$ cat src/rtl/encoder83_sync_if.sv
// ---------------------------------------------------------------------------
// encoder83_sync_if: request/report bundle for the registered 8-to-3 encoder.
//   i_y     [7:0] request lines (asynchronous to the encoder clock)
//   i_opt         line polarity, 0 = active-low, 1 = active-high
//   i_ack         consumer accepts the reported code
//   o_sel   [2:0] index of the lowest-numbered active line
//   o_valid       o_sel/o_multi hold a new accepted code
//   o_multi       more than one line was active in the accepted pattern
//   o_busy        encoder is not idle
// master = line source / consumer side, slave = encoder side.
// ---------------------------------------------------------------------------
interface encoder83_sync_if;
   logic [7:0] i_y;
   logic       i_opt;
   logic       i_ack;
   logic [2:0] o_sel;
   logic       o_valid;
   logic       o_multi;
   logic       o_busy;

   modport master (
      output i_y, i_opt, i_ack,
      input  o_sel, o_valid, o_multi, o_busy
   );

   modport slave (
      input  i_y, i_opt, i_ack,
      output o_sel, o_valid, o_multi, o_busy
   );
endinterface

$ cat src/rtl/encoder83_sync.sv
// ---------------------------------------------------------------------------
// encoder83_sync: debounced, registered 8-to-3 priority encoder.
// Request lines are polarity-normalised, double-flop synchronised and must
// hold an identical non-zero pattern for STABLE_CNT samples before the index
// of the lowest active line is reported with a valid/ack handshake. After an
// ack, STABLE_CNT all-inactive samples are needed before re-arming, so a held
// key reports once.
//   i_clk  clock, rising edge
//   i_rst  asynchronous active-high reset
//   bus    encoder83_sync_if.slave (i_y, i_opt, i_ack -> o_sel, o_valid,
//          o_multi, o_busy; all outputs registered)
// ---------------------------------------------------------------------------
module encoder83_sync #(
   parameter int unsigned STABLE_CNT = 4,
   parameter int unsigned CNT_W      = 4
) (
   input  logic             i_clk,
   input  logic             i_rst,
   encoder83_sync_if.slave  bus
);

   localparam logic [1:0] ST_IDLE    = 2'd0;
   localparam logic [1:0] ST_CHECK   = 2'd1;
   localparam logic [1:0] ST_HOLD    = 2'd2;
   localparam logic [1:0] ST_RELEASE = 2'd3;

   localparam logic [CNT_W-1:0] CNT_ONE  = CNT_W'(1);
   localparam logic [CNT_W-1:0] CNT_LAST = CNT_W'(STABLE_CNT - 1);

   logic [7:0]       act_raw;
   logic [7:0]       s1_q, act_q;
   logic [1:0]       state_q, state_d;
   logic [CNT_W-1:0] cnt_q, cnt_d;
   logic [7:0]       cand_q, cand_d;
   logic [2:0]       sel_q, sel_d;
   logic             multi_q, multi_d;
   logic             valid_q, valid_d;
   logic             busy_q, busy_d;

   // Index of the lowest set bit; the loop runs high to low so bit 0 wins.
   function automatic logic [2:0] enc_low(input logic [7:0] v);
      logic [2:0] r;
      r = 3'd0;
      for (int i = 7; i >= 0; i--) begin
         if (v[i]) r = 3'(i);
      end
      return r;
   endfunction

   // Clearing the lowest set bit leaves something only if two or more were set.
   function automatic logic multi_bits(input logic [7:0] v);
      return (v & (v - 8'd1)) != 8'd0;
   endfunction

   // Polarity normalisation ahead of the synchroniser: 1 = line active.
   assign act_raw = bus.i_opt ? bus.i_y : ~bus.i_y;

   // Two-flop synchroniser, reset to "no line active".
   always_ff @(posedge i_clk or posedge i_rst) begin
      if (i_rst) begin
         s1_q  <= 8'h00;
         act_q <= 8'h00;
      end else begin
         s1_q  <= act_raw;
         act_q <= s1_q;
      end
   end

   // Next-state and output logic.
   always_comb begin
      state_d = state_q;
      cnt_d   = cnt_q;
      cand_d  = cand_q;
      sel_d   = sel_q;
      multi_d = multi_q;
      valid_d = valid_q;

      case (state_q)
         ST_IDLE: begin
            if (act_q != 8'h00) begin
               cand_d  = act_q;
               cnt_d   = CNT_ONE;
               state_d = ST_CHECK;
            end
         end
         ST_CHECK: begin
            if (act_q == cand_q) begin
               if (cnt_q == CNT_LAST) begin
                  sel_d   = enc_low(cand_q);
                  multi_d = multi_bits(cand_q);
                  valid_d = 1'b1;
                  state_d = ST_HOLD;
               end else begin
                  cnt_d = cnt_q + CNT_ONE;
               end
            end else if (act_q != 8'h00) begin
               // New pattern restarts the stability run.
               cand_d = act_q;
               cnt_d  = CNT_ONE;
            end else begin
               cnt_d   = '0;
               state_d = ST_IDLE;
            end
         end
         ST_HOLD: begin
            // Reported code is frozen here; only the ack matters.
            if (bus.i_ack) begin
               valid_d = 1'b0;
               cnt_d   = '0;
               state_d = ST_RELEASE;
            end
         end
         ST_RELEASE: begin
            // Any active sample restarts the all-inactive run.
            if (act_q == 8'h00) begin
               if (cnt_q == CNT_LAST) begin
                  cnt_d   = '0;
                  state_d = ST_IDLE;
               end else begin
                  cnt_d = cnt_q + CNT_ONE;
               end
            end else begin
               cnt_d = '0;
            end
         end
         default: begin
            cnt_d   = '0;
            state_d = ST_IDLE;
         end
      endcase

      busy_d = (state_d != ST_IDLE);
   end

   // State and output registers.
   always_ff @(posedge i_clk or posedge i_rst) begin
      if (i_rst) begin
         state_q <= ST_IDLE;
         cnt_q   <= '0;
         cand_q  <= 8'h00;
         sel_q   <= 3'd0;
         multi_q <= 1'b0;
         valid_q <= 1'b0;
         busy_q  <= 1'b0;
      end else begin
         state_q <= state_d;
         cnt_q   <= cnt_d;
         cand_q  <= cand_d;
         sel_q   <= sel_d;
         multi_q <= multi_d;
         valid_q <= valid_d;
         busy_q  <= busy_d;
      end
   end

   assign bus.o_sel   = sel_q;
   assign bus.o_valid = valid_q;
   assign bus.o_multi = multi_q;
   assign bus.o_busy  = busy_q;

endmodule
$ cat src/flat_wrapper.sv
// flat-port wrapper written by rule: the top's interface ports become plain ports
module encoder83_sync_flat 
#(
   parameter int unsigned STABLE_CNT = 4,
   parameter int unsigned CNT_W      = 4
)
  (i_clk, i_rst, bus_i_y, bus_i_opt, bus_i_ack, bus_o_sel, bus_o_valid, bus_o_multi, bus_o_busy);
  encoder83_sync_if bus_i ();
  input  logic i_clk;
  input  logic i_rst;
  input wire logic [$bits(bus_i.i_y)-1:0] bus_i_y;
  input wire logic [$bits(bus_i.i_opt)-1:0] bus_i_opt;
  input wire logic [$bits(bus_i.i_ack)-1:0] bus_i_ack;
  output wire logic [$bits(bus_i.o_sel)-1:0] bus_o_sel;
  output wire logic [$bits(bus_i.o_valid)-1:0] bus_o_valid;
  output wire logic [$bits(bus_i.o_multi)-1:0] bus_o_multi;
  output wire logic [$bits(bus_i.o_busy)-1:0] bus_o_busy;
  assign bus_i.i_y = bus_i_y;
  assign bus_i.i_opt = bus_i_opt;
  assign bus_i.i_ack = bus_i_ack;
  assign bus_o_sel = bus_i.o_sel;
  assign bus_o_valid = bus_i.o_valid;
  assign bus_o_multi = bus_i.o_multi;
  assign bus_o_busy = bus_i.o_busy;
  encoder83_sync #(.STABLE_CNT(STABLE_CNT), .CNT_W(CNT_W)) u_core (.i_clk(i_clk), .i_rst(i_rst), .bus(bus_i));
endmodule
$ cat config.mk
export PLATFORM = sky130hd
export DESIGN_NAME = encoder83_sync_flat
export DESIGN_NICKNAME = d
export VERILOG_FILES = /design/src/rtl/encoder83_sync_if.sv /design/src/rtl/encoder83_sync.sv /design/src/flat_wrapper.sv
export SDC_FILE = /design/constraint.sdc
export NUM_CORES = 1
export LEC_CHECK = 0
export CORE_MARGIN = 10
export CORE_UTILIZATION = 45
export DETAILED_ROUTE_END_ITERATION = 10
export HOLD_SLACK_MARGIN = 0.03
export PLACE_DENSITY = 0.63
export SLEW_MARGIN = 20
export SYNTH_ARGS = -nofsm -noshare
export SYNTH_HDL_FRONTEND = slang
export SYNTH_SLANG_ARGS = --single-unit
$ cat constraint.sdc
create_clock -name i_clk -period 2.3 [get_ports i_clk]
set_input_delay 0.69 -clock i_clk [delete_from_list [all_inputs] [get_ports i_clk]]
set_output_delay 0.69 -clock i_clk [all_outputs]
set_load 0.05 [all_outputs]
## After elaboration in Yosys (flattened, before gate mapping)

Index checks and enable logic that the tools add are counted.

| word-level totals | value |
|---|---|
| register bits after elaboration | 36 |
| output and inout bits | 6 |
| logic and storage cells | 67 |

| operators by class | value |
|---|---|
| add/sub/neg operators | 2 |
| eq/ne operators | 11 |
| muxes and demuxes | 32 |
| bitwise operators | 2 |
| reduce and logical (&&, ||, !) cells | 11 |

Operators by type and width:

| kind | number |
|---|---|
| 3-bit two-way mux | 8 |
| 4-bit two-way mux | 6 |
| 8-bit two-way mux | 3 |
| 4-bit one-hot mux with 4 select lines | 1 |
| 8-bit one-hot mux with 2 select lines | 1 |
| 8-bit nonzero test | 2 |
| 2-bit two-way mux | 7 |
| 8-bit AND | 1 |
| 8-bit equality test | 1 |
| 8-bit logical NOT | 1 |
| 8-bit NOT | 1 |
| 2-bit one-hot mux with 4 select lines | 1 |
| 8-bit by 1-bit subtractor with 8-bit output (second input constant) | 1 |
| 2-bit by 1-bit inequality test with 1-bit output (second input constant) | 3 |
| 3-bit AND reduction | 2 |
| 2-bit nonzero test | 3 |
| 4-bit by 1-bit adder with 4-bit output (second input constant) | 1 |
| 2-bit equality test (second input constant) | 2 |
| 4-bit by 2-bit equality test with 1-bit output (second input constant) | 1 |
| 1-bit two-way mux | 4 |
| 2-bit inequality test (second input constant) | 2 |
| 4-bit AND reduction | 1 |
| 3-bit inequality test (second input constant) | 1 |
| 2-bit by 1-bit equality test with 1-bit output (second input constant) | 1 |
| 3 further kinds | 3 |

## Longest topological paths before layout

| depth | value |
|---|---|
| word-level depth | 8 |
| mapped depth | 6 |
| mapped depth without buffers | 6 |

## Worst setup path before layout

No wires, ideal clock.

| timing path | value |
|---|---|
| path kind | reg-to-reg |
| from | register u_core.act_q[5] |
| to | register u_core.cnt_q[0] |
| library setup time | 0.066 ns |
| data arrival time | 1.875 ns |
| data required time | 2.234 ns |
| path slack | 0.359 ns |
| cell stages (with the launch flop) | 6 |
| buffers on the path | 0 |
| period minus slack after synthesis | 1.941 ns |
| cells stage by stage | dfrtp_1 -> or4_4 -> or3_1 -> or3b_1 -> o311ai_1 -> mux2_1 |

| between the ends | value |
|---|---|
| longest elaborated chain between the ends | 4 |
| elaborated cells between the ends (all ways) | 10 |
| classes of those cells | eq/ne (3); mux (4); reduce/logical (3) |

RTL lines:

| item | line | RTL |
|---|---|---|
| from (decl) | encoder83_sync.sv:31 | `logic [7:0] s1_q, act_q;` |
| from (signal assigned) | encoder83_sync.sv:65 | `act_q <= s1_q;` |
| 8-bit nonzero test | encoder83_sync.sv:80, encoder83_sync.sv:96 |  |
| 1-bit two-way mux | encoder83_sync.sv:96 | `end else if (act_q != 8'h00) begin` |
| 4-bit two-way mux | encoder83_sync.sv:87 | `if (act_q == cand_q) begin` |
| 4-bit one-hot mux with 4 select lines | encoder83_sync.sv:78 | `case (state_q)` |
| to (signal assigned) | encoder83_sync.sv:147 | `cnt_q <= cnt_d;` |
| to (decl) | encoder83_sync.sv:33 | `logic [CNT_W-1:0] cnt_q, cnt_d;` |

Several ways; a longest one is shown, not always the timed one.
A chain may end at the register's enable or synchronous reset.

## Final worst setup path

| timing path | value |
|---|---|
| from | register u_core.valid_q, in the netlist u_core.bus.o_valid |
| to | output port bus_o_valid |

RTL lines:

| item | line | RTL |
|---|---|---|
| from (decl) | encoder83_sync.sv:37 | `logic valid_q, valid_d;` |
| from (signal assigned) | encoder83_sync.sv:151 | `valid_q <= valid_d;` |
| to (decl) | flat_wrapper.sv:15 | `output wire logic [$bits(bus_i.o_valid)-1:0] bus_o_valid;` |

No word-level cell between the ends.

==> key figures <==
STA
  • Worst Max-Slew Pin Slew: 503 ps
  • Slew Limit Fails: 0
  • RSZ-0062 raised after global routing: false
  • Clock Skew: 2.41 ps
  • Setup TNS: 0 ps
  • Worst hold margin: 349 ps
  • Final Hold Vio Count: 0
  • Fin crit period: 2140 ps
  • Final period util: 0.930
  • Max-slew headroom: 0.662
  • Setup violators final: 0
  • Max Fclk: 0.467 GHz

Routing
  • Wirelength per Cell: 14.2 um
  • Wl on met1: 1260 um
  • Vias/cell: 5.12
  • Post-route antenna net violation count: 0
  • Via Count: 1,076
  • DRT iter0 DRCs: 54
  • DR WL met3: 186 um
  • Routed wire length: 2990 um
  • Top layer in use: met4
  • Pre-antenna DRT Iters: 4
  • Drt drc: 0
  • WL met2: 1480 um

Synthesis
  • Largest area contributor in the netlist: dfrtp_1
  • Post-Syn Instances: 141
  • Top_reg_cell synth: dfrtp_1
  • Async SR Flop Fraction: 1.00
  • Avg Inst Size Synth: 11.7 um^2
  • Most instantiated cells after synthesis: dfrtp_1 (36), xnor2_1 (16), inv_1 (8), mux2_1 (8)
  • Synth Area in Adders: 0.0197
  • Synthesis-stage register bit count: 36
  • Synth area leaders: dfrtp_1 (55%), xnor2_1 (8.5%), mux2_1 (5.5%)
  • Netlist Area Pre-Place: 1650 um^2
  • Seq/Total Area, Yosys: 0.547
  • Post-synth cell types: 38
  • Post-Synth XOR/XNOR Area: 0.0850
  • Top cell type's share of synthesized area: 0.547
  • Compound-gate portion of the synthesized area: 0.111
  • EDFF count, synth: 0
  • Largest family of logic cells by synthesized area: simple AND/OR/NAND/NOR gates
  • Synth Area in Simple Gates: 0.125
  • Syn_nets: 154
  • Count leader, synth: dfrtp_1
  • YS warnings: 0
  • Mux cell area share after synthesis: 0.0820

GRT
  • Largest net degree at the start of global routing: 37
  • Vias in the first global route: 1,193
  • Initial antenna violation count: 0
  • First-pass GRT wire length: 5300 um
  • GRT overflow: 0
  • Total GRT Usage: 0.105

Critical path
  • Buf/Inv on CP: 1
  • Arr. time, crit path: 1450 ps
  • Data required time of the worst path: 1610 ps
  • R2R Setup Slk: 220 ps
  • CP delay by family, top: buffers and inverters
  • CP Launch Type: flop
  • CP peak stage delay: 810 ps
  • Levels on crit path: 1
  • Worst Setup Path Type: flop to output pin
  • CP max stage cell: clkdlybuf4s50_1
  • Worst Setup End Kind: output pin
  • Worst-case reg-to-reg path depth: 5
  • Max Fanout on Critical Path: 2
  • Crit-path cells: clkdlybuf4s50_1

Die
  • Total core area: 3440 um^2
  • Initial core utilization: 0.479
  • Rows: 21
  • Die width: 80.5 um
  • I/O pin count: 18
  • Die area: 6480 um^2
  • Die height: 80.5 um

Clocking
  • Worst-path clk slew: 70 ps
  • CTS max path bufs: 2
  • Clock Sinks: 36
  • PostCTS Resize Cnt: 0
  • Post-CTS Setup Repair Bufs: 0
  • Cts bufs inserted: 5
  • H-tree levels: 2
  • CTS tree: yes
  • Hold buffer count at cts: 0
  • Root buffer cell: clkbuf_8
  • Worst skew pair latency: 290 ps

Placement
  • DP HPWL: 2270 um
  • RePlAce Congestion: 0.763
  • DP Area: 1880 um^2
  • Port bufs: 17

Power
  • Sw Share: 0.251
  • PwrDens: 673 nW/um^2
  • Pint: 0.995 mW
  • VDD IR max: 437 uV
  • Clk pwr share: 0.354
  • Sw power: 0.333 mW
  • Pleak: 0.773 nW
  • Comb power frac: 0.102
  • Flop pwr share: 0.544

Hold path
  • Worst hold path type: flop to flop
  • Hold Crit Depth: 0

Finish
  • Area delta synth->final: 19.8%
  • ANT cells: 0
  • Cell area after layout: 1970 um^2
  • Final nets: 176
  • Share of cells above drive strength 1: 0.116

Flow run
  • Max-cap viol count: 0

Outcome
  • Status: complete, no violations
==> routing by layer <==
metal	global-route usage	vias up
li1	-	532
met1	0.111	514
met2	0.173	24
met3	0.0401	6
met4	0.0651	0
met5	0	-
==> placed cells by master (no fill, tap or decap), types with 4 or more instances in the layout <==
master and count:
a21oi_1 5, and2_1 4, clkbuf_8 6, clkdlybuf4s50_1 17, dfrtp_1 36, inv_1 8
mux2_1 8, mux2_2 4, nand2_1 4, nor2_1 6, o21ai_0 6, xnor2_1 16
==> through the flow <==
step / power (mW) / util / std cells / setup slack, ps
after floorplan: 0.823 / - / 141 / 359
after global placement: 0.864 / 0.545 / 202 / 225
after detailed placement: 0.872 / 0.545 / 202 / 166
after CTS: 1.35 / 0.574 / 210 / 126
after global routing: 1.40 / 0.574 / 210 / 99.4
final: 1.33 / 0.574 / 210 / 160
==> registers in the layout (all words and copies together) (netlist names) <==
signal / cells
u_core.act_q: 8
u_core.cand_q: 8
u_core.s1_q: 8
u_core.cnt_q: 4
u_core.bus.o_sel: 3
u_core.state_q: 2
u_core.bus.o_busy: 1
u_core.bus.o_multi: 1
u_core.bus.o_valid: 1
==> power by group through the flow <==
stage	Clock, mW	Sequential, mW	Combinational (mW)
floorplan	0	0.718	0.105
global placement	0	0.733	0.131
detailed placement	0	0.735	0.136
CTS	0.487	0.723	0.137
global route	0.514	0.730	0.151
finish	0.471	0.723	0.135
==> cell families after synthesis <==
| kind of cell | count (synthesis) |
|---|---|
| simple gates | 36 |
| flops | 36 |
| compound gates | 25 |
| xor+xnor | 16 |
| buf+inv | 13 |
| mux | 12 |
| fa+ha+maj | 3 |
==> final cells by class <==
class	instances	area [um^2]
fill	287	1470
sequential	36	901
multi-input combinational	92	696
timing repair buffer	20	193
clock buffer	6	82.6
tap	46	57.6
inverter	8	30.0
clock inverter	2	15.0
==> final timing paths <==
| check | start | to |
|---|---|---|
| worst max-delay path | u_core.bus.o_valid$_DFFE_PP0P_ | bus_o_valid |
| worst min-delay path | u_core.s1_q[4]$_DFF_PP0_ | u_core.act_q[4]$_DFF_PP0_ |
| worst max register to register | u_core.act_q[2]$_DFF_PP0_ | u_core.cnt_q[0]$_DFFE_PP0P_ |
| worst min register to register | u_core.s1_q[4]$_DFF_PP0_ | u_core.act_q[4]$_DFF_PP0_ |
| max in group asynchronous | i_rst | u_core.act_q[3]$_DFF_PP0_ |
| min in group asynchronous | i_rst | u_core.bus.o_busy$_DFF_PP0_ |
(Power assumes the default switching activity.)
